`src/rtl/mips_mc_pkg.sv`:
```
// Shared types and encodings for the multicycle MIPS control FSM.
package mips_mc_pkg;

  typedef enum logic [3:0] {
    S_FETCH  = 4'd0,
    S_DECODE = 4'd1,
    S_MEMADR = 4'd2,
    S_MEMRD  = 4'd3,
    S_MEMWB  = 4'd4,
    S_MEMWR  = 4'd5,
    S_EXEC   = 4'd6,
    S_ALUWB  = 4'd7,
    S_BRANCH = 4'd8,
    S_ADDIEX = 4'd9,
    S_ADDIWB = 4'd10,
    S_JUMP   = 4'd11,
    S_JAL    = 4'd12,
    S_JR     = 4'd13
  } state_e;

  localparam logic [5:0] OP_RTYPE = 6'b000000;
  localparam logic [5:0] OP_LW    = 6'b100011;
  localparam logic [5:0] OP_SW    = 6'b101011;
  localparam logic [5:0] OP_BEQ   = 6'b000100;
  localparam logic [5:0] OP_ADDI  = 6'b001000;
  localparam logic [5:0] OP_J     = 6'b000010;
  localparam logic [5:0] OP_JAL   = 6'b000011;

  localparam logic [5:0] FN_ADD = 6'b100000;
  localparam logic [5:0] FN_SUB = 6'b100010;
  localparam logic [5:0] FN_AND = 6'b100100;
  localparam logic [5:0] FN_OR  = 6'b100101;
  localparam logic [5:0] FN_SLT = 6'b101010;
  localparam logic [5:0] FN_JR  = 6'b001000;

  localparam logic [3:0] ALU_AND = 4'b0000;
  localparam logic [3:0] ALU_OR  = 4'b0001;
  localparam logic [3:0] ALU_ADD = 4'b0010;
  localparam logic [3:0] ALU_SUB = 4'b0110;
  localparam logic [3:0] ALU_SLT = 4'b0111;

  localparam logic [1:0] RD_RT = 2'b00;
  localparam logic [1:0] RD_RD = 2'b01;
  localparam logic [1:0] RD_RA = 2'b10;

  localparam logic [1:0] M2R_ALUOUT = 2'b00;
  localparam logic [1:0] M2R_MDR    = 2'b01;
  localparam logic [1:0] M2R_PC     = 2'b10;

  localparam logic [1:0] SB_B     = 2'b00;
  localparam logic [1:0] SB_FOUR  = 2'b01;
  localparam logic [1:0] SB_IMM   = 2'b10;
  localparam logic [1:0] SB_IMMSH = 2'b11;

  localparam logic [1:0] PC_ALU    = 2'b00;
  localparam logic [1:0] PC_ALUOUT = 2'b01;
  localparam logic [1:0] PC_JUMP   = 2'b10;
  localparam logic [1:0] PC_REG    = 2'b11;

endpackage

```
`src/rtl/mips_alu_decoder.sv`:
```
// R-type funct decode: ALU operation plus a flag marking the funct as a supported ALU op.
module mips_alu_decoder
  import mips_mc_pkg::*;
(
  input  logic [5:0] func_i,
  output logic [3:0] alu_ctrl_o,
  output logic       legal_o
);

  always_comb begin
    alu_ctrl_o = ALU_ADD;
    legal_o    = 1'b1;
    case (func_i)
      FN_ADD:  alu_ctrl_o = ALU_ADD;
      FN_SUB:  alu_ctrl_o = ALU_SUB;
      FN_AND:  alu_ctrl_o = ALU_AND;
      FN_OR:   alu_ctrl_o = ALU_OR;
      FN_SLT:  alu_ctrl_o = ALU_SLT;
      default: legal_o    = 1'b0;
    endcase
  end

endmodule

```
`src/rtl/mips_mc_controller.sv`:
```
// Multicycle MIPS control FSM: sequences the shared ALU, memory port and datapath registers.
module mips_mc_controller
  import mips_mc_pkg::*;
#(
  parameter int unsigned CNT_W = 32
) (
  input  logic             clk,
  input  logic             reset,
  input  logic [5:0]       Opcode,
  input  logic [5:0]       Func,
  input  logic             Zero,
  output logic             PCEn,
  output logic             IorD,
  output logic             MemWrite,
  output logic             IRWrite,
  output logic [1:0]       RegDst,
  output logic [1:0]       MemtoReg,
  output logic             RegWrite,
  output logic             ALUSrcA,
  output logic [1:0]       ALUSrcB,
  output logic [3:0]       ALUControl,
  output logic [1:0]       PCSrc,
  output logic             Illegal,
  output logic [3:0]       State,
  output logic [CNT_W-1:0] RetireCount
);

  state_e             state_q, state_d;
  state_e             decode_tgt;
  logic [CNT_W-1:0]   retire_q;
  logic [3:0]         fn_ctrl;
  logic               fn_legal;
  logic               op_legal;
  logic               terminal;

  mips_alu_decoder u_alu_dec (
    .func_i     (Func),
    .alu_ctrl_o (fn_ctrl),
    .legal_o    (fn_legal)
  );

  always_comb begin
    decode_tgt = S_FETCH;
    op_legal   = 1'b1;
    case (Opcode)
      OP_LW, OP_SW: decode_tgt = S_MEMADR;
      OP_RTYPE: begin
        if (Func == FN_JR)  decode_tgt = S_JR;
        else if (fn_legal)  decode_tgt = S_EXEC;
        else                op_legal   = 1'b0;
      end
      OP_BEQ:  decode_tgt = S_BRANCH;
      OP_ADDI: decode_tgt = S_ADDIEX;
      OP_J:    decode_tgt = S_JUMP;
      OP_JAL:  decode_tgt = S_JAL;
      default: op_legal   = 1'b0;
    endcase
  end

  assign terminal = state_q inside {S_MEMWB, S_MEMWR, S_ALUWB, S_BRANCH,
                                    S_ADDIWB, S_JUMP, S_JAL, S_JR};

  always_comb begin
    state_d = S_FETCH;
    case (state_q)
      S_FETCH:  state_d = S_DECODE;
      S_DECODE: state_d = decode_tgt;
      S_MEMADR: begin
        if (Opcode == OP_LW)      state_d = S_MEMRD;
        else if (Opcode == OP_SW) state_d = S_MEMWR;
        else                      state_d = S_FETCH;
      end
      S_MEMRD:  state_d = S_MEMWB;
      S_EXEC:   state_d = S_ALUWB;
      S_ADDIEX: state_d = S_ADDIWB;
      default:  state_d = S_FETCH;
    endcase
  end

  always_ff @(posedge clk) begin
    if (reset) begin
      state_q  <= S_FETCH;
      retire_q <= '0;
    end else begin
      state_q <= state_d;
      if (terminal) retire_q <= retire_q + CNT_W'(1);
    end
  end

  always_comb begin
    PCEn       = 1'b0;
    IorD       = 1'b0;
    MemWrite   = 1'b0;
    IRWrite    = 1'b0;
    RegDst     = RD_RT;
    MemtoReg   = M2R_ALUOUT;
    RegWrite   = 1'b0;
    ALUSrcA    = 1'b0;
    ALUSrcB    = SB_B;
    ALUControl = ALU_AND;
    PCSrc      = PC_ALU;
    Illegal    = 1'b0;
    case (state_q)
      S_FETCH: begin
        IRWrite    = 1'b1;
        ALUSrcB    = SB_FOUR;
        ALUControl = ALU_ADD;
        PCEn       = 1'b1;
      end
      S_DECODE: begin
        ALUSrcB    = SB_IMMSH;
        ALUControl = ALU_ADD;
        Illegal    = ~op_legal;
      end
      S_MEMADR, S_ADDIEX: begin
        ALUSrcA    = 1'b1;
        ALUSrcB    = SB_IMM;
        ALUControl = ALU_ADD;
      end
      S_MEMRD: IorD = 1'b1;
      S_MEMWB: begin
        MemtoReg = M2R_MDR;
        RegWrite = 1'b1;
      end
      S_MEMWR: begin
        IorD     = 1'b1;
        MemWrite = 1'b1;
      end
      S_EXEC: begin
        ALUSrcA    = 1'b1;
        ALUControl = fn_ctrl;
      end
      S_ALUWB: begin
        RegDst   = RD_RD;
        RegWrite = 1'b1;
      end
      S_BRANCH: begin
        ALUSrcA    = 1'b1;
        ALUControl = ALU_SUB;
        PCSrc      = PC_ALUOUT;
        PCEn       = Zero;
      end
      S_ADDIWB: RegWrite = 1'b1;
      S_JUMP: begin
        PCSrc = PC_JUMP;
        PCEn  = 1'b1;
      end
      S_JAL: begin
        PCSrc    = PC_JUMP;
        PCEn     = 1'b1;
        RegDst   = RD_RA;
        MemtoReg = M2R_PC;
        RegWrite = 1'b1;
      end
      S_JR: begin
        PCSrc = PC_REG;
        PCEn  = 1'b1;
      end
      default: ;
    endcase
    // Reset must suppress every side-effecting strobe even though state_q still holds the abandoned state.
    if (reset) begin
      PCEn     = 1'b0;
      IRWrite  = 1'b0;
      MemWrite = 1'b0;
      RegWrite = 1'b0;
      Illegal  = 1'b0;
    end
  end

  assign State       = state_q;
  assign RetireCount = retire_q;

endmodule

```
`config.mk`:
```
export PLATFORM = sky130hd
export DESIGN_NAME = mips_mc_controller
export DESIGN_NICKNAME = d
export VERILOG_FILES = /design/src/rtl/mips_mc_pkg.sv /design/src/rtl/mips_alu_decoder.sv /design/src/rtl/mips_mc_controller.sv
export SDC_FILE = /design/constraint.sdc
export NUM_CORES = 1
export LEC_CHECK = 0
export BUFFER_PORTS_ARGS = -buffer_cell sky130_fd_sc_hd__buf_2
export CORE_UTILIZATION = 52
export DETAILED_ROUTE_END_ITERATION = 10
export MAX_ROUTING_LAYER = met4
export PLACE_DENSITY = 0.81
export SLEW_MARGIN = 20
export SYNTH_ARGS = -nofsm -noshare
export SYNTH_HDL_FRONTEND = slang
export SYNTH_SLANG_ARGS = --single-unit
```
`constraint.sdc`:
```
create_clock -name clk -period 2.5 [get_ports clk]
set_input_delay 0.5 -clock clk [delete_from_list [all_inputs] [get_ports clk]]
set_output_delay 0.5 -clock clk [all_outputs]
set_load 0.1 [all_outputs]
```
==> flow_summary.ini <==
[global_route]
grt_max_degree = 46
grt_use_total_pct = 27.9
grt_pass1_wl_mm = 9.51
grt-ovfl-total = 0
busiest_layer = met2
grt_antenna_before_repair = 0
use_met1_pct = 32.0
grt_pass1_vias = 2153
use_met3_pct = 4.61
met2_usage_pct = 48.5

[sta]
post-route-period-util_pct = 96.3
rsz0062_at_grt = false
timing.final.crit_period_ns = 2.41
worst_pin_slew_ns = 0.671
max_freq_ghz = 0.415
hold_viol = 0
finalSetupViolations = 0
fin_skew_ns = 0.00368
slew_viol_final = 0
fin_setup_tns_ns = 0
slew_headroom_pct = 55.3

[yosys]
synthesis.nets = 317
yosys_warnings = 0
ys_types = 53
synthCells = 301
postSynthAreaPerCell_um2 = 7.64
synth_ff_type = dfxtp_1
ys_top_cells_by_area = dfxtp_1 31%, a21oi_1 5.2%, nor2_1 5.2%, nand2_1 4.4%, nand4_1 3.8%
ys_ff_latch = 36
async_flop_share_pct = 0
synth.top_cell.area_share_pct = 31.3
synth_top_area_cell = dfxtp_1
synth_edf_count = 0
synth.cell_area_um2 = 2300
ys_seq_area_share_pct = 31.3

[final_layout]
final_area_um2 = 3100
synthToLayoutAreaGrowth_pct = 34.9
fin_cells = 425
num-fill-cells = 303
multiInputGateArea_um2 = 1650
drive_gt1_share_pct = 37.6
layout_commonest_cell = buf_2
mostFrequentLayoutCells = 64 x buf_2, 29 x nor2_1, 26 x nand2_1
fin_nets = 390
ff_latch_area_um2 = 746
diodes = 0

[worst_setup_path]
cp.arrival_ns = 1.91
crit_required_ns = 2.00
startpoint_type = input pin
ff2ff_path_depth = 5
worstPathMaxFanout = 4
end_kind = output port
crit_type = input pin to output port

[routing]
vias = 2519
drc_errors = 0
drt_wl_total_mm = 6.30
drt-initial-drc-count = 175
ant_nets = 0
wl_per_cell_um = 14.8
firstDrtPassIters = 4
via_per_inst = 5.93

[cts]
htree_num_levels = 2
clock-root-buffer = clkbuf_8
cts_buffers = 5
cts_tree = built
cts_max_path_buffers = 2
insertion_delay_ns = 0.29
cts_hold_buf = 0
path_clk_slew_ns = 0.07
clock_sink_count = 36

[placement]
dp_cells = 416
placed_cell_area_um2 = 2950
gp_congestion = 0.857
port_buffers = 68
dp_hpwl_mm = 4.51

[power]
leakagePower_nw = 1.22
p_per_area_nw_per_um2 = 416
pwr-share-comb_pct = 15.0
switching_power_uw = 368
sw_frac_of_total_pct = 28.5
p_seq_share_pct = 45.4
p_int_uw = 923
max-vdd-ir-drop_mv = 0.272
pwr-share-clk_pct = 39.6

[floorplanning]
rows = 23
die_h_um = 68.5
dieArea_um2 = 4690
fp.dieW_um = 68.5
core_area_um2 = 4120
ios = 70
start_util_pct = 55.9

[job]
maxCapViolCount = 0

[run_status]
status = finished, final reports clean

[worst_hold_path]
worst_hold_path_type = flip-flop to flip-flop
hold_depth = 2
flip-flops by register name, indices dropped and copies added (netlist names):
signal and flops:
State 4, RetireCount 32
Yosys cell counts, types with 2 or more instances:
cell type / number
or2_2: 3
nor4_1: 10
a21oi_1: 24
nor2_1: 32
and4_1: 4
a31oi_1: 2
xnor2_1: 9
nand3_1: 12
and2_1: 2
nor2b_1: 6
nor3b_1: 3
nor3_1: 15
inv_1: 4
o21a_1: 2
a31o_2: 4
mux2_2: 2
or3_1: 13
mux2i_1: 2
nor4b_1: 3
clkbuf_1: 12
nand2b_1: 10
o21ai_0: 13
nand2_1: 27
nand4_1: 14
o22ai_1: 2
xor2_1: 6
dfxtp_1: 36
buf_6: 3
mux2_1: 2
critical path, cell delays in order:
cell	delay, ns
buf_2	0.09
buf_4	0.11
nor2b_2	0.20
nand4_1	0.14
or4b_4	0.51
a21oi_4	0.16
buf_12	0.19
cell families (layout without fill, tap and decap cells):
kind of cell,Yosys count,after routing,synth area share (%)
flops,36,36,31.3
other cells,1,1,0.163
mux,6,6,2.83
xor+xnor,15,15,5.71
fa+ha+maj,1,1,0.544
compound gates,57,57,15.0
simple gates,163,163,39.6
buf+inv,22,96,4.79
per-stage QoR:
step                utilization, %  power, mW  worst slack (ns)  hold slack (ns)
floorplan                        -      0.733            -0.255            0.677
global placement              71.8      0.781            -0.188            0.479
detailed placement            71.8      0.785            -0.186            0.496
CTS                           75.0       1.29            0.0412            0.506
global route                  75.4       1.33            0.0171            0.535
finish                        75.4       1.29            0.0913            0.505
per-layer routing:
metal	vias up	routed length, µm
met5	-	0
li1	1246	-
met1	1185	2640
met3	10	296
met4	0	89
met2	78	3280
power groups by stage:
stage               logic [mW]  clock network [mW]  registers, mW
CTS                      0.190               0.516          0.585
floorplan                0.130                   0          0.603
global placement         0.183                   0          0.599
global route             0.203               0.538          0.586
finish                   0.194               0.512          0.586
detailed placement       0.186                   0          0.599
area by class of cell:
class,instances,area share [%]
timing repair buffer,84,16.6
tap,50,2.02
clock buffer,5,2.22
multi-input combinational,243,53.1
sequential,36,24.0
inverter,4,0.605
clock inverter,3,1.37
what timing repair did:
| action | CTS | global route |
|---|---|---|
| pin swaps | 1 | 0 |
| setup buffers | 0 | 1 |
| resized for setup | 4 | 3 |
| endpoints found under the setup margin | 1 | 2 |
final timing paths:
check	from	to	slack (ns)
setup reg to reg	State[0]	RetireCount[21]	0.40
hold reg to reg	RetireCount[26]	RetireCount[26]	0.50
setup / recovery	Func[5]	ALUControl[2]	0.09
hold / removal	RetireCount[26]	RetireCount[26]	0.50
Note: power is estimated with default switching activity, not from simulation.
